File: config.mk
export PLATFORM = sky130hd
export DESIGN_NAME = fetch_unit
export DESIGN_NICKNAME = d
export VERILOG_FILES = /design/src/rtl/fetch_pkg.sv /design/src/rtl/fetch_fifo.sv /design/src/rtl/fetch_unit.sv
export SDC_FILE = /design/constraint.sdc
export NUM_CORES = 1
export LEC_CHECK = 0
export BUFFER_PORTS_ARGS = -buffer_cell sky130_fd_sc_hd__buf_2
export CELL_PAD_IN_SITES_DETAIL_PLACEMENT = 0
export CELL_PAD_IN_SITES_GLOBAL_PLACEMENT = 2
export CORE_UTILIZATION = 45
export CTS_CLUSTER_DIAMETER = 60
export DETAILED_ROUTE_END_ITERATION = 16
export MAX_ROUTING_LAYER = met4
export PLACE_DENSITY_LB_ADDON = 0.1
export SYNTH_ARGS = -nofsm -noshare
export SYNTH_HDL_FRONTEND = slang
export SYNTH_SLANG_ARGS = --single-unit
File: constraint.sdc
create_clock -name clk -period 3.5 [get_ports clk]
set_input_delay 0.35 -clock clk [delete_from_list [all_inputs] [get_ports clk]]
set_output_delay 0.35 -clock clk [all_outputs]
set_load 0.005 [all_outputs]
File: src/rtl/fetch_pkg.sv
// fetch_pkg: shared constants and types for the instruction fetch stage
package fetch_pkg;
  localparam logic [2:0] FUNCT3_WORD = 3'b010;
  localparam logic [31:0] INST_STOP = 32'h0;
  typedef struct packed {
    logic [31:0] pc;
    logic [31:0] inst;
  } fetch_entry_t;
  typedef struct packed {
    logic vld;
    logic ep;
    logic [31:0] pc;
  } trk_stage_t;
endpackage

File: src/rtl/fetch_fifo.sv
// fetch_fifo: instruction buffer with flush; head reads as zero when empty
module fetch_fifo
  import fetch_pkg::*;
#(
  parameter int DEPTH = 4
) (
  input  logic                       clk,
  input  logic                       rst_n,
  input  logic                       push_i,
  input  fetch_entry_t               entry_i,
  input  logic                       pop_i,
  input  logic                       flush_i,
  output logic [$clog2(DEPTH):0]     count_o,
  output fetch_entry_t               head_o
);
  localparam int AW = $clog2(DEPTH);
  localparam int CW = AW + 1;
  fetch_entry_t mem_q [DEPTH];
  logic [AW-1:0] wr_q, wr_d, rd_q, rd_d;
  logic [CW-1:0] cnt_q, cnt_d;
  logic do_push, do_pop;
  always_comb begin
    do_push = push_i && !flush_i && (cnt_q != CW'(DEPTH));
    do_pop = pop_i && (cnt_q != '0);
    wr_d = flush_i ? '0 : wr_q + AW'(do_push);
    rd_d = flush_i ? '0 : rd_q + AW'(do_pop);
    cnt_d = flush_i ? '0 : cnt_q + CW'(do_push) - CW'(do_pop);
  end
  always_ff @(posedge clk or negedge rst_n) begin
    if (!rst_n) begin
      mem_q <= '{default: '0};
      wr_q <= '0;
      rd_q <= '0;
      cnt_q <= '0;
    end else begin
      if (do_push) mem_q[wr_q] <= entry_i;
      wr_q <= wr_d;
      rd_q <= rd_d;
      cnt_q <= cnt_d;
    end
  end
  assign count_o = cnt_q;
  assign head_o = (cnt_q != '0) ? mem_q[rd_q] : '0;
endmodule

File: src/rtl/fetch_unit.sv
// fetch_unit: issues word fetches, tracks in-flight reads by epoch, buffers
// results and hands {pc, inst} downstream; stops on the all-zero word.
module fetch_unit
  import fetch_pkg::*;
#(
  parameter int          DEPTH       = 4,
  parameter int          MEM_LATENCY = 1,
  parameter logic [31:0] RESET_PC    = 32'h0000_0000
) (
  input  logic        clk,
  input  logic        rst_n,
  output logic [31:0] mem_read_address,
  output logic [2:0]  mem_funct3,
  input  logic [31:0] mem_read_data,
  output logic        inst_valid,
  input  logic        inst_ready,
  output logic [31:0] inst_data,
  output logic [31:0] inst_pc,
  input  logic        redirect_valid,
  input  logic [31:0] redirect_pc,
  output logic        halt
);
  localparam int LAST = MEM_LATENCY - 1;
  logic [31:0] fetch_pc_q, fetch_pc_d;
  logic epoch_q, epoch_d, halted_q, halted_d;
  trk_stage_t trk_q [MEM_LATENCY];
  trk_stage_t trk_d [MEM_LATENCY];
  logic [$clog2(DEPTH):0] fifo_count;
  fetch_entry_t head;
  int inflight;
  logic resp_ok, stop_hit, push, issue, kill;
  always_comb begin
    inflight = 0;
    for (int k = 0; k < MEM_LATENCY; k++) inflight += int'(trk_q[k].vld);
    resp_ok = trk_q[LAST].vld && (trk_q[LAST].ep == epoch_q);
    stop_hit = resp_ok && (mem_read_data == INST_STOP);
    push = resp_ok && !stop_hit && !redirect_valid;
    // credit check counts buffered plus in-flight words so a push never finds the FIFO full
    issue = !halted_q && !stop_hit && !redirect_valid && (int'(fifo_count) + inflight < DEPTH);
    kill = redirect_valid || stop_hit;
    epoch_d = epoch_q ^ kill;
    halted_d = !redirect_valid && (halted_q || stop_hit);
    fetch_pc_d = redirect_valid ? (redirect_pc & ~32'h3) : issue ? fetch_pc_q + 32'd4 : fetch_pc_q;
    trk_d[0] = '{vld: issue, ep: epoch_q, pc: fetch_pc_q};
    for (int k = 1; k < MEM_LATENCY; k++) trk_d[k] = trk_q[k-1];
    for (int k = 0; k < MEM_LATENCY; k++) trk_d[k].vld = trk_d[k].vld && !kill;
  end
  always_ff @(posedge clk or negedge rst_n) begin
    if (!rst_n) begin
      fetch_pc_q <= RESET_PC;
      epoch_q <= 1'b0;
      halted_q <= 1'b0;
      trk_q <= '{default: '0};
    end else begin
      fetch_pc_q <= fetch_pc_d;
      epoch_q <= epoch_d;
      halted_q <= halted_d;
      trk_q <= trk_d;
    end
  end
  fetch_fifo #(.DEPTH(DEPTH)) u_fifo (
    .clk     (clk),
    .rst_n   (rst_n),
    .push_i  (push),
    .entry_i ('{pc: trk_q[LAST].pc, inst: mem_read_data}),
    .pop_i   (inst_valid && inst_ready),
    .flush_i (redirect_valid),
    .count_o (fifo_count),
    .head_o  (head)
  );
  assign mem_read_address = fetch_pc_q;
  assign mem_funct3 = FUNCT3_WORD;
  assign inst_valid = fifo_count != '0;
  assign inst_data = head.inst;
  assign inst_pc = head.pc;
  assign halt = halted_q && (fifo_count == '0);
endmodule

==> impl_metrics.tcl <==
set metrics [dict create \
    yosys-top-cells-area "sky130_fd_sc_hd__dfrtp_1 (55%), sky130_fd_sc_hd__mux2_2 (15%), sky130_fd_sc_hd__mux4_2 (9.6%)" \
    grt_setup_unrepaired "false" \
    critical_path_arrival_ns 2.45 \
    dominant_synthesized_flop_cell "sky130_fd_sc_hd__dfrtp_1" \
    die_h_um 182 \
    timing.setup.tns_ns 0 \
    synth_cells 1013 \
    global_route.usage.total 0.214 \
    post_dp_cell_area_mm2 0.0156 \
    tightest_slew_ns 0.947 \
    run_status "complete, no violations" \
    layout.cells.non_filler 1582 \
    pin_count_of_the_biggest_net_entering_global_routing 118 \
    global_route_wire_length_before_repair_mm 52.6 \
    cts_resized 0 \
    cp_cell_sequence "buf_4 > mux4_2 > and2_1 > buf_2" \
    fp-row-count 65 \
    worst_clock_skew_ns 0.0139 \
    cts.reportedPaths.clkPinSlew_ns 0.05 \
    detail_route.iter0.violations 357 \
    first_global_vias 9064 \
    shortest_period_the_worst_path_allows_ns 2.80 \
    htree_num_levels 2 \
    final-hold-violation-count 0 \
    vias 8714 \
    io-pin-count 169 \
    yosysSeqAreaShare 0.550 \
    wl_per_cell_um 20.7 \
    grt_overflow_total 0 \
    max_cap_violations 0 \
    tritoncts "done" \
    root_buffer "sky130_fd_sc_hd__clkbuf_16" \
    layout_worst_path_cycle_share 0.799 \
    fin_nets 1224 \
    power.leakage_nw 7.89 \
    synthDistinctLibCells 44 \
    fmax_ghz 0.358 \
    maximum_count_of_clock_buffers_along_a_single_path 3 \
    synth_edf_count 0 \
    start_kind "register" \
    utilization_of_the_core_after_routing 0.533 \
    drive_above_1_share 0.430 \
    place.detailed.hpwl_mm 20.5 \
    dp_cells 1511 \
    worst_setup_path_end_kind "output port" \
    clkLatencyLatePin_ns 0.51 \
    viasPerCell 5.51 \
    most-common-layout-cells "sky130_fd_sc_hd__dfrtp_1 (317), sky130_fd_sc_hd__mux2_2 (188), sky130_fd_sc_hd__buf_2 (158)" \
    yosys.area.top_type "sky130_fd_sc_hd__dfrtp_1" \
    worstHoldPathType "in2reg" \
    slew_headroom 0.368 \
    postLayoutCellArea_mm2 0.0169 \
    cts_made_buffers 37 \
    critical_path_peak_fanout 24 \
    slowest_stage "sky130_fd_sc_hd__dfrtp_4" \
    core-area_mm2 0.0316 \
    yosys_warnings 0 \
    ys_ff_latch 319 \
    area_growth_pct 16.1 \
    per_instance_average_area_after_synthesis_um2 14.3 \
    detail_route.drc_violations 0 \
    dieWidth_um 182 \
    synthesis.area_mm2 0.0145 \
    crit_buf_inv 2 \
    synth_top_area_frac 0.550 \
    cpLargestDelayFamily "flip-flops" \
    firstDrtPassIters 4 \
    async_flop_share 1.00 \
    worst_path_largest_cell_delay_ns 0.76 \
    port-buffer-count 159 \
    overall_die_area_mm2 0.0330 \
    number_of_antenna_violations_at_the_first_check_in_global_routing 2 \
    layout_commonest_cell "sky130_fd_sc_hd__dfrtp_1" \
    criticalPathCategory "reg2out" \
    ant_nets 0 \
    power-per-cell-area_mw_per_mm2 749 \
    setup_viol 0 \
    total_wire_length_after_detailed_routing_mm 32.7 \
    tritoncts_num_sinks 319 \
    slew_violations 0 \
    critPathRequiredTime_ns 3.15 \
    place.gp.congestion 0.741 \
    initial_core_util 0.459 \
    power.ir.vdd_worst_v 0.000346 \
    post-layout-total-power_mw 12.6 \
]
## per-layer routing
| layer | vias to the layer above | global-route usage | wire length, um |
|---|---|---|---|
| met5 | - | - | 0 |
| met4 | 0 | 0.0485 | 479 |
| met3 | 35 | 0.0315 | 1310 |
| met2 | 184 | 0.330 | 15400 |
| met1 | 4547 | 0.301 | 15600 |
| li1 | 3948 | - | - |
## kinds of logic after synthesis
logic type | Yosys count | share of synthesized area
AO/OA/AOI/OAI | 64 | 0.0296
XOR/XNOR | 7 | 0.00422
adder cells (fa/ha/maj) | 7 | 0.00655
buffers and inverters | 106 | 0.0449
flip-flops | 319 | 0.550
multiplexers | 311 | 0.289
other | 2 | 0.000517
AND/OR/NAND/NOR | 197 | 0.0756
## report_power, final
| group | internal [mW] | switching [mW] |
|---|---|---|
| sequential | 4.59 | 0.639 |
| clock | 2.34 | 1.48 |
| combinational | 2.12 | 1.48 |
| total | 9.05 | 3.59 |
## stage by stage
step                hold slack [ns]  setup slack [ns]
floorplan                    0.0544              1.20
global placement              0.433             0.424
detailed placement            0.442             0.364
CTS                          0.0355             0.622
global route                 0.0562             0.543
finish                       0.0470             0.703
## path summary, 6_finish.rpt
kind / start / end / slack [ns] / depth (start not counted)
max: u_fifo.rd_q[0] / inst_pc[22] / 0.70 / 4
min: redirect_pc[2] / mem_read_address[2] / 0.05 / 3
max reg2reg: u_fifo.count_o[1] / mem_read_address[30] / 0.90 / 7
min reg2reg: epoch_q / trk_q[32] / 0.45 / 0
max in group asynchronous: rst_n / u_fifo.mem_q[144] / 2.05 / 3
min in group asynchronous: rst_n / u_fifo.mem_q[164] / 0.51 / 2
## cells in the mapped netlist, drive strengths merged, types with 3 or more instances
cell	instances
a31oi	26
and2	65
and3	6
buf	74
clkbuf	24
dfrtp	319
ha	6
inv	7
mux2	248
mux4	62
nand2	19
nand3	8
nand4	12
nor2	40
nor2b	3
nor4	9
o21ai	17
o31a	3
o31ai	13
or3	15
or4	11
xnor2	6
## sequential cells by signal, summed over array words and instances (netlist names)
name / cells
trk_q: 32
epoch_q: 1
u_fifo.rd_q: 2
u_fifo.wr_q: 2
mem_read_address: 30
halted_q: 1
u_fifo.mem_q: 248
u_fifo.count_o: 3
## what timing repair did
action | CTS | global route
buffers inserted | 0 | 0
endpoints found under the hold margin | 26 | 0
hold buffers | 1 | 0
endpoints found under the setup margin | 0 | 0
## layout make-up
class	count	area (um2)
tap	402	503
inverter	8	30.0
antenna	2	5.00
multi-input combinational	593	5930
clock buffer	59	1150
sequential	319	7990
clock inverter	9	81.3
fill	2675	14800
timing repair buffer	190	1180
## tightest hold or removal path, stage by stage
cell and delay [ns]:
sky130_fd_sc_hd__buf_2 0.08, sky130_fd_sc_hd__nand2_1 0.04, sky130_fd_sc_hd__o21ai_0 0.05
Note: power is estimated with default switching activity, not from simulation.
